===== config.mk =====
export PLATFORM = sky130hd
export DESIGN_NAME = rv32_multicycle_core_flat
export DESIGN_NICKNAME = d
export VERILOG_FILES = /design/src/rtl/rv32_multicycle_core_if.sv /design/src/rtl/rv32_multicycle_core.sv /design/src/flat_wrapper.sv
export SDC_FILE = /design/constraint.sdc
export NUM_CORES = 2
export LEC_CHECK = 0
export ABC_AREA = 0
export CORE_MARGIN = 2
export CORE_UTILIZATION = 55
export CTS_CLUSTER_DIAMETER = 50
export CTS_CLUSTER_SIZE = 20
export DETAILED_ROUTE_END_ITERATION = 6
export DONT_BUFFER_PORTS = 1
export PLACE_DENSITY_LB_ADDON = 0.2
export SLEW_MARGIN = 20
export SYNTH_ARGS = -nofsm -noshare
export SYNTH_HDL_FRONTEND = slang
export SYNTH_SLANG_ARGS = --single-unit

===== constraint.sdc =====
create_clock -name clk -period 13.8 [get_ports clk]
set_input_delay 2.07 -clock clk [delete_from_list [all_inputs] [get_ports clk]]
set_output_delay 2.07 -clock clk [all_outputs]
set_load 0.01 [all_outputs]

===== src/rtl/rv32_multicycle_core_if.sv =====
// Unified instruction/data memory port with a request/ready handshake.
interface rv32_multicycle_core_if #(
    parameter int unsigned MEM_AW = 32
);
    logic              mem_req;
    logic              mem_we;
    logic [MEM_AW-1:0] mem_addr;
    logic [31:0]       mem_wdata;
    logic [31:0]       mem_rdata;
    logic              mem_ready;

    modport master (output mem_req, mem_we, mem_addr, mem_wdata, input mem_rdata, mem_ready);
    modport slave  (input mem_req, mem_we, mem_addr, mem_wdata, output mem_rdata, mem_ready);
endinterface


===== src/rtl/rv32_multicycle_core.sv =====
// Multi-cycle RV32I-subset core: shared ALU, one memory port, halts on illegal/misaligned ops.
module rv32_multicycle_core #(
    parameter logic [31:0] RESET_PC  = 32'h0000_0000,
    parameter int unsigned REG_COUNT = 32,
    parameter int unsigned MEM_AW    = 32
) (
    input  logic                          clk,
    input  logic                          rst,
    rv32_multicycle_core_if.master        mem,
    output logic                          retire,
    output logic                          halt,
    output logic [31:0]                   pc_dbg
);
    localparam int unsigned RIW = (REG_COUNT == 16) ? 4 : 5;

    localparam logic [6:0] OP_LOAD   = 7'b0000011;
    localparam logic [6:0] OP_STORE  = 7'b0100011;
    localparam logic [6:0] OP_OP     = 7'b0110011;
    localparam logic [6:0] OP_IMM    = 7'b0010011;
    localparam logic [6:0] OP_BRANCH = 7'b1100011;
    localparam logic [6:0] OP_JAL    = 7'b1101111;

    typedef enum logic [3:0] {
        S_FETCH, S_DECODE, S_MEMADR, S_MEMREAD, S_MEMWB, S_MEMWRITE,
        S_EXECR, S_EXECI, S_ALUWB, S_BEQ, S_JAL, S_HALT
    } state_t;

    typedef enum logic [2:0] {ALU_ADD, ALU_SUB, ALU_AND, ALU_OR, ALU_SLT} alu_op_t;

    state_t            state_q, state_d;
    logic [31:0]       pc_q, pc_d, ir_q, ir_d, a_q, a_d, b_q, b_d;
    logic [31:0]       imm_q, imm_d, tgt_q, tgt_d, alu_q, alu_d, mdr_q, mdr_d;
    logic              mem_req_q, mem_req_d, mem_we_q, mem_we_d;
    logic [MEM_AW-1:0] mem_addr_q, mem_addr_d;
    logic [31:0]       mem_wdata_q, mem_wdata_d;
    logic              retire_q, retire_d, halt_q, halt_d;
    logic [31:0]       rf_q [REG_COUNT];

    logic              rf_we;
    logic [RIW-1:0]    rf_waddr;
    logic [31:0]       rf_wdata;
    logic [31:0]       alu_a, alu_b, alu_y;
    alu_op_t           alu_op, exec_op;
    logic              xfer, go_fetch;
    logic [31:0]       next_pc, pc_plus4;

    logic [6:0]        opcode, f7;
    logic [2:0]        f3;
    logic [RIW-1:0]    rs1_idx, rs2_idx, rd_idx;
    logic [31:0]       imm_i, imm_s, imm_b, imm_j, imm_sel;
    logic              legal, use_rs1, use_rs2, use_rd;
    state_t            dec_state;

    assign opcode   = ir_q[6:0];
    assign f3       = ir_q[14:12];
    assign f7       = ir_q[31:25];
    assign rs1_idx  = ir_q[15 +: RIW];
    assign rs2_idx  = ir_q[20 +: RIW];
    assign rd_idx   = ir_q[7 +: RIW];
    assign imm_i    = {{20{ir_q[31]}}, ir_q[31:20]};
    assign imm_s    = {{20{ir_q[31]}}, ir_q[31:25], ir_q[11:7]};
    assign imm_b    = {{19{ir_q[31]}}, ir_q[31], ir_q[7], ir_q[30:25], ir_q[11:8], 1'b0};
    assign imm_j    = {{11{ir_q[31]}}, ir_q[31], ir_q[19:12], ir_q[20], ir_q[30:21], 1'b0};
    assign xfer     = mem_req_q & mem.mem_ready;
    assign pc_plus4 = pc_q + 32'd4;

    assign mem.mem_req   = mem_req_q;
    assign mem.mem_we    = mem_we_q;
    assign mem.mem_addr  = mem_addr_q;
    assign mem.mem_wdata = mem_wdata_q;
    assign retire        = retire_q;
    assign halt          = halt_q;
    assign pc_dbg        = pc_q;

    // Instruction legality, operand usage and post-decode state
    always_comb begin
        legal     = 1'b0;
        use_rs1   = 1'b0;
        use_rs2   = 1'b0;
        use_rd    = 1'b0;
        dec_state = S_HALT;
        imm_sel   = imm_i;
        case (opcode)
            OP_LOAD:   begin legal = (f3 == 3'b010); use_rs1 = 1'b1; use_rd = 1'b1; dec_state = S_MEMADR; end
            OP_STORE:  begin legal = (f3 == 3'b010); use_rs1 = 1'b1; use_rs2 = 1'b1;
                             dec_state = S_MEMADR; imm_sel = imm_s; end
            OP_OP:     begin
                legal = ((f7 == 7'b0000000) && (f3 inside {3'b000, 3'b111, 3'b110, 3'b010})) ||
                        ((f7 == 7'b0100000) && (f3 == 3'b000));
                use_rs1 = 1'b1; use_rs2 = 1'b1; use_rd = 1'b1; dec_state = S_EXECR;
            end
            OP_IMM:    begin legal = (f3 inside {3'b000, 3'b111, 3'b110, 3'b010});
                             use_rs1 = 1'b1; use_rd = 1'b1; dec_state = S_EXECI; end
            OP_BRANCH: begin legal = (f3 == 3'b000); use_rs1 = 1'b1; use_rs2 = 1'b1;
                             dec_state = S_BEQ; imm_sel = imm_b; end
            OP_JAL:    begin legal = 1'b1; use_rd = 1'b1; dec_state = S_JAL; imm_sel = imm_j; end
            default:   legal = 1'b0;
        endcase
        // RV32E: upper 16 register indices do not exist
        if ((REG_COUNT == 16) && ((use_rs1 && ir_q[19]) || (use_rs2 && ir_q[24]) || (use_rd && ir_q[11])))
            legal = 1'b0;
        case (f3)
            3'b111:  exec_op = ALU_AND;
            3'b110:  exec_op = ALU_OR;
            3'b010:  exec_op = ALU_SLT;
            default: exec_op = ((opcode == OP_OP) && f7[5]) ? ALU_SUB : ALU_ADD;
        endcase
    end

    // Shared ALU
    always_comb begin
        case (alu_op)
            ALU_SUB: alu_y = alu_a - alu_b;
            ALU_AND: alu_y = alu_a & alu_b;
            ALU_OR:  alu_y = alu_a | alu_b;
            ALU_SLT: alu_y = 32'(($signed(alu_a) < $signed(alu_b)) ? 1 : 0);
            default: alu_y = alu_a + alu_b;
        endcase
    end

    // Next-state, datapath and registered-output logic
    always_comb begin
        state_d     = state_q;
        pc_d        = pc_q;
        ir_d        = ir_q;
        a_d         = a_q;
        b_d         = b_q;
        imm_d       = imm_q;
        tgt_d       = tgt_q;
        alu_d       = alu_q;
        mdr_d       = mdr_q;
        mem_req_d   = 1'b0;
        mem_we_d    = 1'b0;
        mem_addr_d  = mem_addr_q;
        mem_wdata_d = mem_wdata_q;
        retire_d    = 1'b0;
        rf_we       = 1'b0;
        rf_waddr    = rd_idx;
        rf_wdata    = alu_q;
        alu_a       = a_q;
        alu_b       = imm_q;
        alu_op      = ALU_ADD;
        go_fetch    = 1'b0;
        next_pc     = pc_plus4;
        case (state_q)
            S_FETCH: begin
                mem_req_d  = 1'b1;
                mem_addr_d = MEM_AW'(pc_q);
                if (xfer) begin
                    ir_d      = mem.mem_rdata;
                    mem_req_d = 1'b0;
                    state_d   = S_DECODE;
                end
            end
            S_DECODE: begin
                a_d     = rf_q[rs1_idx];
                b_d     = rf_q[rs2_idx];
                imm_d   = imm_sel;
                alu_a   = pc_q;
                alu_b   = imm_sel;
                tgt_d   = alu_y;
                state_d = legal ? dec_state : S_HALT;
            end
            S_MEMADR: begin
                alu_d = alu_y;
                if (alu_y[1:0] != 2'b00) begin
                    state_d = S_HALT;
                end else begin
                    mem_req_d  = 1'b1;
                    mem_addr_d = MEM_AW'(alu_y);
                    if (opcode == OP_STORE) begin
                        mem_we_d    = 1'b1;
                        mem_wdata_d = b_q;
                        state_d     = S_MEMWRITE;
                    end else begin
                        state_d = S_MEMREAD;
                    end
                end
            end
            S_MEMREAD: begin
                mem_req_d = 1'b1;
                if (xfer) begin
                    mdr_d     = mem.mem_rdata;
                    mem_req_d = 1'b0;
                    state_d   = S_MEMWB;
                end
            end
            S_MEMWB: begin
                rf_we    = 1'b1;
                rf_wdata = mdr_q;
                go_fetch = 1'b1;
            end
            S_MEMWRITE: begin
                mem_req_d = 1'b1;
                mem_we_d  = 1'b1;
                go_fetch  = xfer;
            end
            S_EXECR, S_EXECI: begin
                alu_b   = (state_q == S_EXECR) ? b_q : imm_q;
                alu_op  = exec_op;
                alu_d   = alu_y;
                state_d = S_ALUWB;
            end
            S_ALUWB: begin
                rf_we    = 1'b1;
                go_fetch = 1'b1;
            end
            S_BEQ: begin
                if ((a_q == b_q) && (tgt_q[1:0] != 2'b00)) begin
                    state_d = S_HALT;
                end else begin
                    next_pc  = (a_q == b_q) ? tgt_q : pc_plus4;
                    go_fetch = 1'b1;
                end
            end
            S_JAL: begin
                if (tgt_q[1:0] != 2'b00) begin
                    state_d = S_HALT;
                end else begin
                    rf_we    = 1'b1;
                    rf_wdata = pc_plus4;
                    next_pc  = tgt_q;
                    go_fetch = 1'b1;
                end
            end
            default: state_d = S_HALT;
        endcase
        // Retire the instruction and launch the next fetch in the same edge
        if (go_fetch) begin
            pc_d       = next_pc;
            retire_d   = 1'b1;
            state_d    = S_FETCH;
            mem_req_d  = 1'b1;
            mem_we_d   = 1'b0;
            mem_addr_d = MEM_AW'(next_pc);
        end
        halt_d = (state_d == S_HALT);
    end

    // State, datapath and output registers
    always_ff @(posedge clk or negedge rst) begin
        if (!rst) begin
            state_q     <= S_FETCH;
            pc_q        <= RESET_PC;
            ir_q        <= '0;
            a_q         <= '0;
            b_q         <= '0;
            imm_q       <= '0;
            tgt_q       <= '0;
            alu_q       <= '0;
            mdr_q       <= '0;
            mem_req_q   <= 1'b0;
            mem_we_q    <= 1'b0;
            mem_addr_q  <= '0;
            mem_wdata_q <= '0;
            retire_q    <= 1'b0;
            halt_q      <= 1'b0;
        end else begin
            state_q     <= state_d;
            pc_q        <= pc_d;
            ir_q        <= ir_d;
            a_q         <= a_d;
            b_q         <= b_d;
            imm_q       <= imm_d;
            tgt_q       <= tgt_d;
            alu_q       <= alu_d;
            mdr_q       <= mdr_d;
            mem_req_q   <= mem_req_d;
            mem_we_q    <= mem_we_d;
            mem_addr_q  <= mem_addr_d;
            mem_wdata_q <= mem_wdata_d;
            retire_q    <= retire_d;
            halt_q      <= halt_d;
        end
    end

    // Register file; x0 is never written so it always reads zero
    always_ff @(posedge clk or negedge rst) begin
        if (!rst) begin
            rf_q <= '{default: '0};
        end else if (rf_we && (rf_waddr != '0)) begin
            rf_q[rf_waddr] <= rf_wdata;
        end
    end
endmodule


===== src/flat_wrapper.sv =====
// flat-port wrapper written by rule: the top's interface ports become plain ports
module rv32_multicycle_core_flat 
#(
    parameter logic [31:0] RESET_PC  = 32'h0000_0000,
    parameter int unsigned REG_COUNT = 32,
    parameter int unsigned MEM_AW    = 32
)
  (clk, rst, retire, halt, pc_dbg, mem_mem_req, mem_mem_we, mem_mem_addr, mem_mem_wdata, mem_mem_rdata, mem_mem_ready);
  rv32_multicycle_core_if #(.MEM_AW(MEM_AW)) mem_i ();
  input  logic clk;
  input  logic rst;
  output logic retire;
  output logic halt;
  output logic [31:0] pc_dbg;
  output wire logic [$bits(mem_i.mem_req)-1:0] mem_mem_req;
  output wire logic [$bits(mem_i.mem_we)-1:0] mem_mem_we;
  output wire logic [$bits(mem_i.mem_addr)-1:0] mem_mem_addr;
  output wire logic [$bits(mem_i.mem_wdata)-1:0] mem_mem_wdata;
  input wire logic [$bits(mem_i.mem_rdata)-1:0] mem_mem_rdata;
  input wire logic [$bits(mem_i.mem_ready)-1:0] mem_mem_ready;
  assign mem_mem_req = mem_i.mem_req;
  assign mem_mem_we = mem_i.mem_we;
  assign mem_mem_addr = mem_i.mem_addr;
  assign mem_mem_wdata = mem_i.mem_wdata;
  assign mem_i.mem_rdata = mem_mem_rdata;
  assign mem_i.mem_ready = mem_mem_ready;
  rv32_multicycle_core #(.RESET_PC(RESET_PC), .REG_COUNT(REG_COUNT), .MEM_AW(MEM_AW)) u_core (.clk(clk), .rst(rst), .mem(mem_i), .retire(retire), .halt(halt), .pc_dbg(pc_dbg));
endmodule

==> summary.md <==
| Metric | Value |
|---|---|
| FMAX | 0.147 GHz |
| Finished Cell Area | 77600 µm² |
| Worst hold margin | 397 ps |
| Post_cts resized | 0 |
| Layout area overhead | 9.13% |
| R2R cell count | 20 |
| Placed cell area | 72700 µm² |
| P_leak | 0.0322 µW |
| #FFs+latches synth | 1341 |
| Initial antenna violation count | 14 |
| Largest net degree at the start of global routing | 223 |
| RSZ-0062 raised after global routing | no |
| Capture point of the worst reg-to-reg path | u_core.tgt_q[28]$_DFFE_PN0P_ |
| WL/cell | 29.8 µm |
| Via count | 53700 |
| TritonCTS clock tree | yes |
| Area share of the largest cell type after synthesis | 0.472 |
| Layout filler cell count | 10300 |
| Worst setup EP type | flop |
| HP Class | flop to flop |
| Total global routing overflow | 0 |
| CTS clk-pin slew, worst paths | 60 ps |
| CP required | 14490 ps |
| CTS Buf Count | 140 |
| Die width | 364 µm |
| Overall Global Routing Usage | 0.368 |
| DR DRC count | 5 |
| Std cell rows | 131 |
| Worst Path Arrival | 7500 ps |
| Starting DRT DRC Count | 7027 |
| Setup violations, final | 0 |
| Core footprint | 128000 µm² |
| Clock Latency Late Sink | 820 ps |
| CP Max Fanout | 58 |
| Synth unique cells | 88 |
| First-pass GRT wire length | 354 mm |
| Yosys top cell by area | dfrtp_1 |
| Num ports | 135 |
| Slew @ Worst Pin | 1180 ps |
| Dpl ws | 7170 ps |
| H-tree Lvls | 4 |
| YS warnings | 0 |
| CTS Hold Bufs | 0 |
| Synth top area cells | dfrtp_1 47%, mux4_2 20%, o21ai_0 8.0%, nand2_1 6.6%, clkbuf_1 2.8% |
| Die span in y | 364 µm |
| Synth Instances | 6501 |
| ANT nets after route | 0 |
| Power per cell area | 103 nW/µm² |
| HPWL Detailed | 150 mm |
| Status | complete, but fails checks |
| Syn nets | 6635 |
| Clock Tree Root | clkbuf_16 |
| Die Footprint | 132000 µm² |
| Final worst-path cycle share | 0.494 |
| Worst clock skew | 33.0 ps |
| Router iterations before antenna repair | 7 |
| Reg2Reg Setup Slack | 6980 ps |
| Postcts setup bufs | 0 |
| Number of flops mapped to enable cells by yosys | 0 |
| Cell Area, Synth | 71100 µm² |
| Syn Area/Cell | 10.9 µm² |
| Commonest cells in the netlist | 1341 x dfrtp_1, 1253 x nand2_1, 1138 x o21ai_0 |
| Vias in the first global route | 52200 |
| Initial Util | 0.556 |
| Critical Path Sink | u_core.tgt_q[28]$_DFFE_PN0P_ |
| Vias per Instance | 6.70 |
| Minimum clock period | 6820 ps |
| Top_reg_cell synth | dfrtp_1 |
| Max-Slew Margin vs Limit | 0.214 |
| Total clock sinks | 1341 |
| Setup crit start | u_core.state_q[0]$_DFF_PN0_ |
| Share of post-route cells with drive strength above 1 | 0.196 |
| Total Neg Setup Slack | 0 ps |
| Port Buffers | 0 |
| Final hold vios | 0 |
| Pins Over Slew Limit | 0 |
| Setup crit start kind | flop |
| Failing checks | DRC |
| R2r startpoint | u_core.state_q[0]$_DFF_PN0_ |
| Final WL | 239 mm |
| Max cap viols | 0 |
| Count leader, synth | dfrtp_1 |
| Final worst slack | 6980 ps |
| Sequential area share after synthesis | 0.472 |
| Maximum vdd drop | 0.122 mV |
| Gpl congestion | 0.992 |
| Util after Layout | 0.606 |
| Worst Setup Path Type | flop to flop |
| Clock Tree Buf Depth | 3 |
| Post-layout net count | 6289 |
| Synth async-reset ratio | 1.00 |
## critical path: stages, from the launching register on
cell       delay [ps]
dfrtp_1           570
clkinv_1          590
nor2_1            520
nand2_4           430
buf_4             460
nand2_1           160
o21ai_0            80
a21oi_1           200
inv_1              90
ha_1              220
fa_1              470
o21bai_1          150
a21oi_1           150
o311a_1           370
o211ai_1          400
and2_1            240
o21ai_0           410
or3_1             530
a32oi_1           220
a2bb2oi_1         120
mux2_2            280
## metal layers
layer,GRT usage,vias to the layer above,routed length [µm]
li1,-,22900,-
met1,0.510,27400,93800
met2,0.543,2832,107000
met3,0.0930,600,24900
met4,0.188,4,13200
met5,0,-,35
## kinds of logic (layout without fill, tap and decap cells)
kind of cell	after synthesis	after routing	synth area share
AO/OA/AOI/OAI	1690	1690	0.133
XOR/XNOR	68	68	0.00837
adder cells (fa/ha/maj)	99	99	0.0176
buffers and inverters	726	492	0.0394
flip-flops	1341	1341	0.472
multiplexers	815	815	0.229
other	0	20	0
AND/OR/NAND/NOR	1762	1762	0.101
## area by class of cell
type | instances | area (µm²) | area share
Antenna cell | 20 | 50.0 | 0.000645
Clock buffer | 164 | 3820 | 0.0492
Clock inverter | 90 | 1030 | 0.0132
Inverter | 107 | 402 | 0.00517
Multi-Input combinational cell | 4434 | 35300 | 0.455
Sequential cell | 1341 | 33600 | 0.433
Tap cell | 1729 | 2160 | 0.0279
Timing Repair Buffer | 131 | 1270 | 0.0164
## cells in the final DEF, fill, tap and decap left out, drive strengths merged, types with 15 or more instances in the layout
master,n
buf,131
a31oi,15
nand4,15
and3,20
a211oi,16
xor2,15
o211ai,17
nand2b,20
and2,30
o221ai,15
a221o,34
mux2i,74
mux4,640
nor3,30
nor2,297
xnor2,53
nor2b,16
dfrtp,1341
mux2,101
clkbuf,164
a21oi,258
a21o,32
nand3,35
o21ai,1139
nand2,1255
ha,97
diode,20
inv,137
clkinv,39
a221oi,32
a22oi,15
## registers in the layout (all words and copies together) (netlist names)
signal	cells
u_core.a_q	32
u_core.alu_q	32
u_core.b_q	32
u_core.halt	1
u_core.imm_q	21
u_core.ir_q	32
u_core.mdr_q	32
u_core.mem.mem_addr	32
u_core.mem.mem_req	1
u_core.mem.mem_wdata	32
u_core.mem.mem_we	1
u_core.pc_dbg	32
u_core.retire	1
u_core.rf_q	1024
u_core.state_q	4
u_core.tgt_q	32
## power breakdown
group / internal [µW] / switching (µW) / total (µW)
clock network: 2240 / 1750 / 4000
registers: 3930 / 0 / 3930
logic: 9.74 / 74.6 / 84.3
## metrics by stage
step	total power [µW]	instances
after floorplan	4010	6501
after global placement	4090	7736
after detailed placement	4090	7740
after CTS	8050	7994
after global routing	8240	8005
final	8010	8016
## worst min path at each step
stage | from | end | slack, ps | depth (start not counted)
2_1_floorplan | u_core.imm_q[0]$_DFFE_PN0P_ | u_core.imm_q[0]$_DFFE_PN0P_ | 430 | 2
3_3_place_gp | u_core.rf_q[997]$_DFFE_PN0P_ | u_core.rf_q[997]$_DFFE_PN0P_ | 380 | 0
3_5_place_dp | u_core.rf_q[1006]$_DFFE_PN0P_ | u_core.rf_q[1006]$_DFFE_PN0P_ | 380 | 0
4_1_cts | u_core.rf_q[992]$_DFFE_PN0P_ | u_core.rf_q[992]$_DFFE_PN0P_ | 400 | 0
5_1_grt | u_core.rf_q[1008]$_DFFE_PN0P_ | u_core.rf_q[1008]$_DFFE_PN0P_ | 410 | 0
6_report | u_core.rf_q[992]$_DFFE_PN0P_ | u_core.rf_q[992]$_DFFE_PN0P_ | 400 | 0
Note: power is estimated with default switching activity, not from simulation.
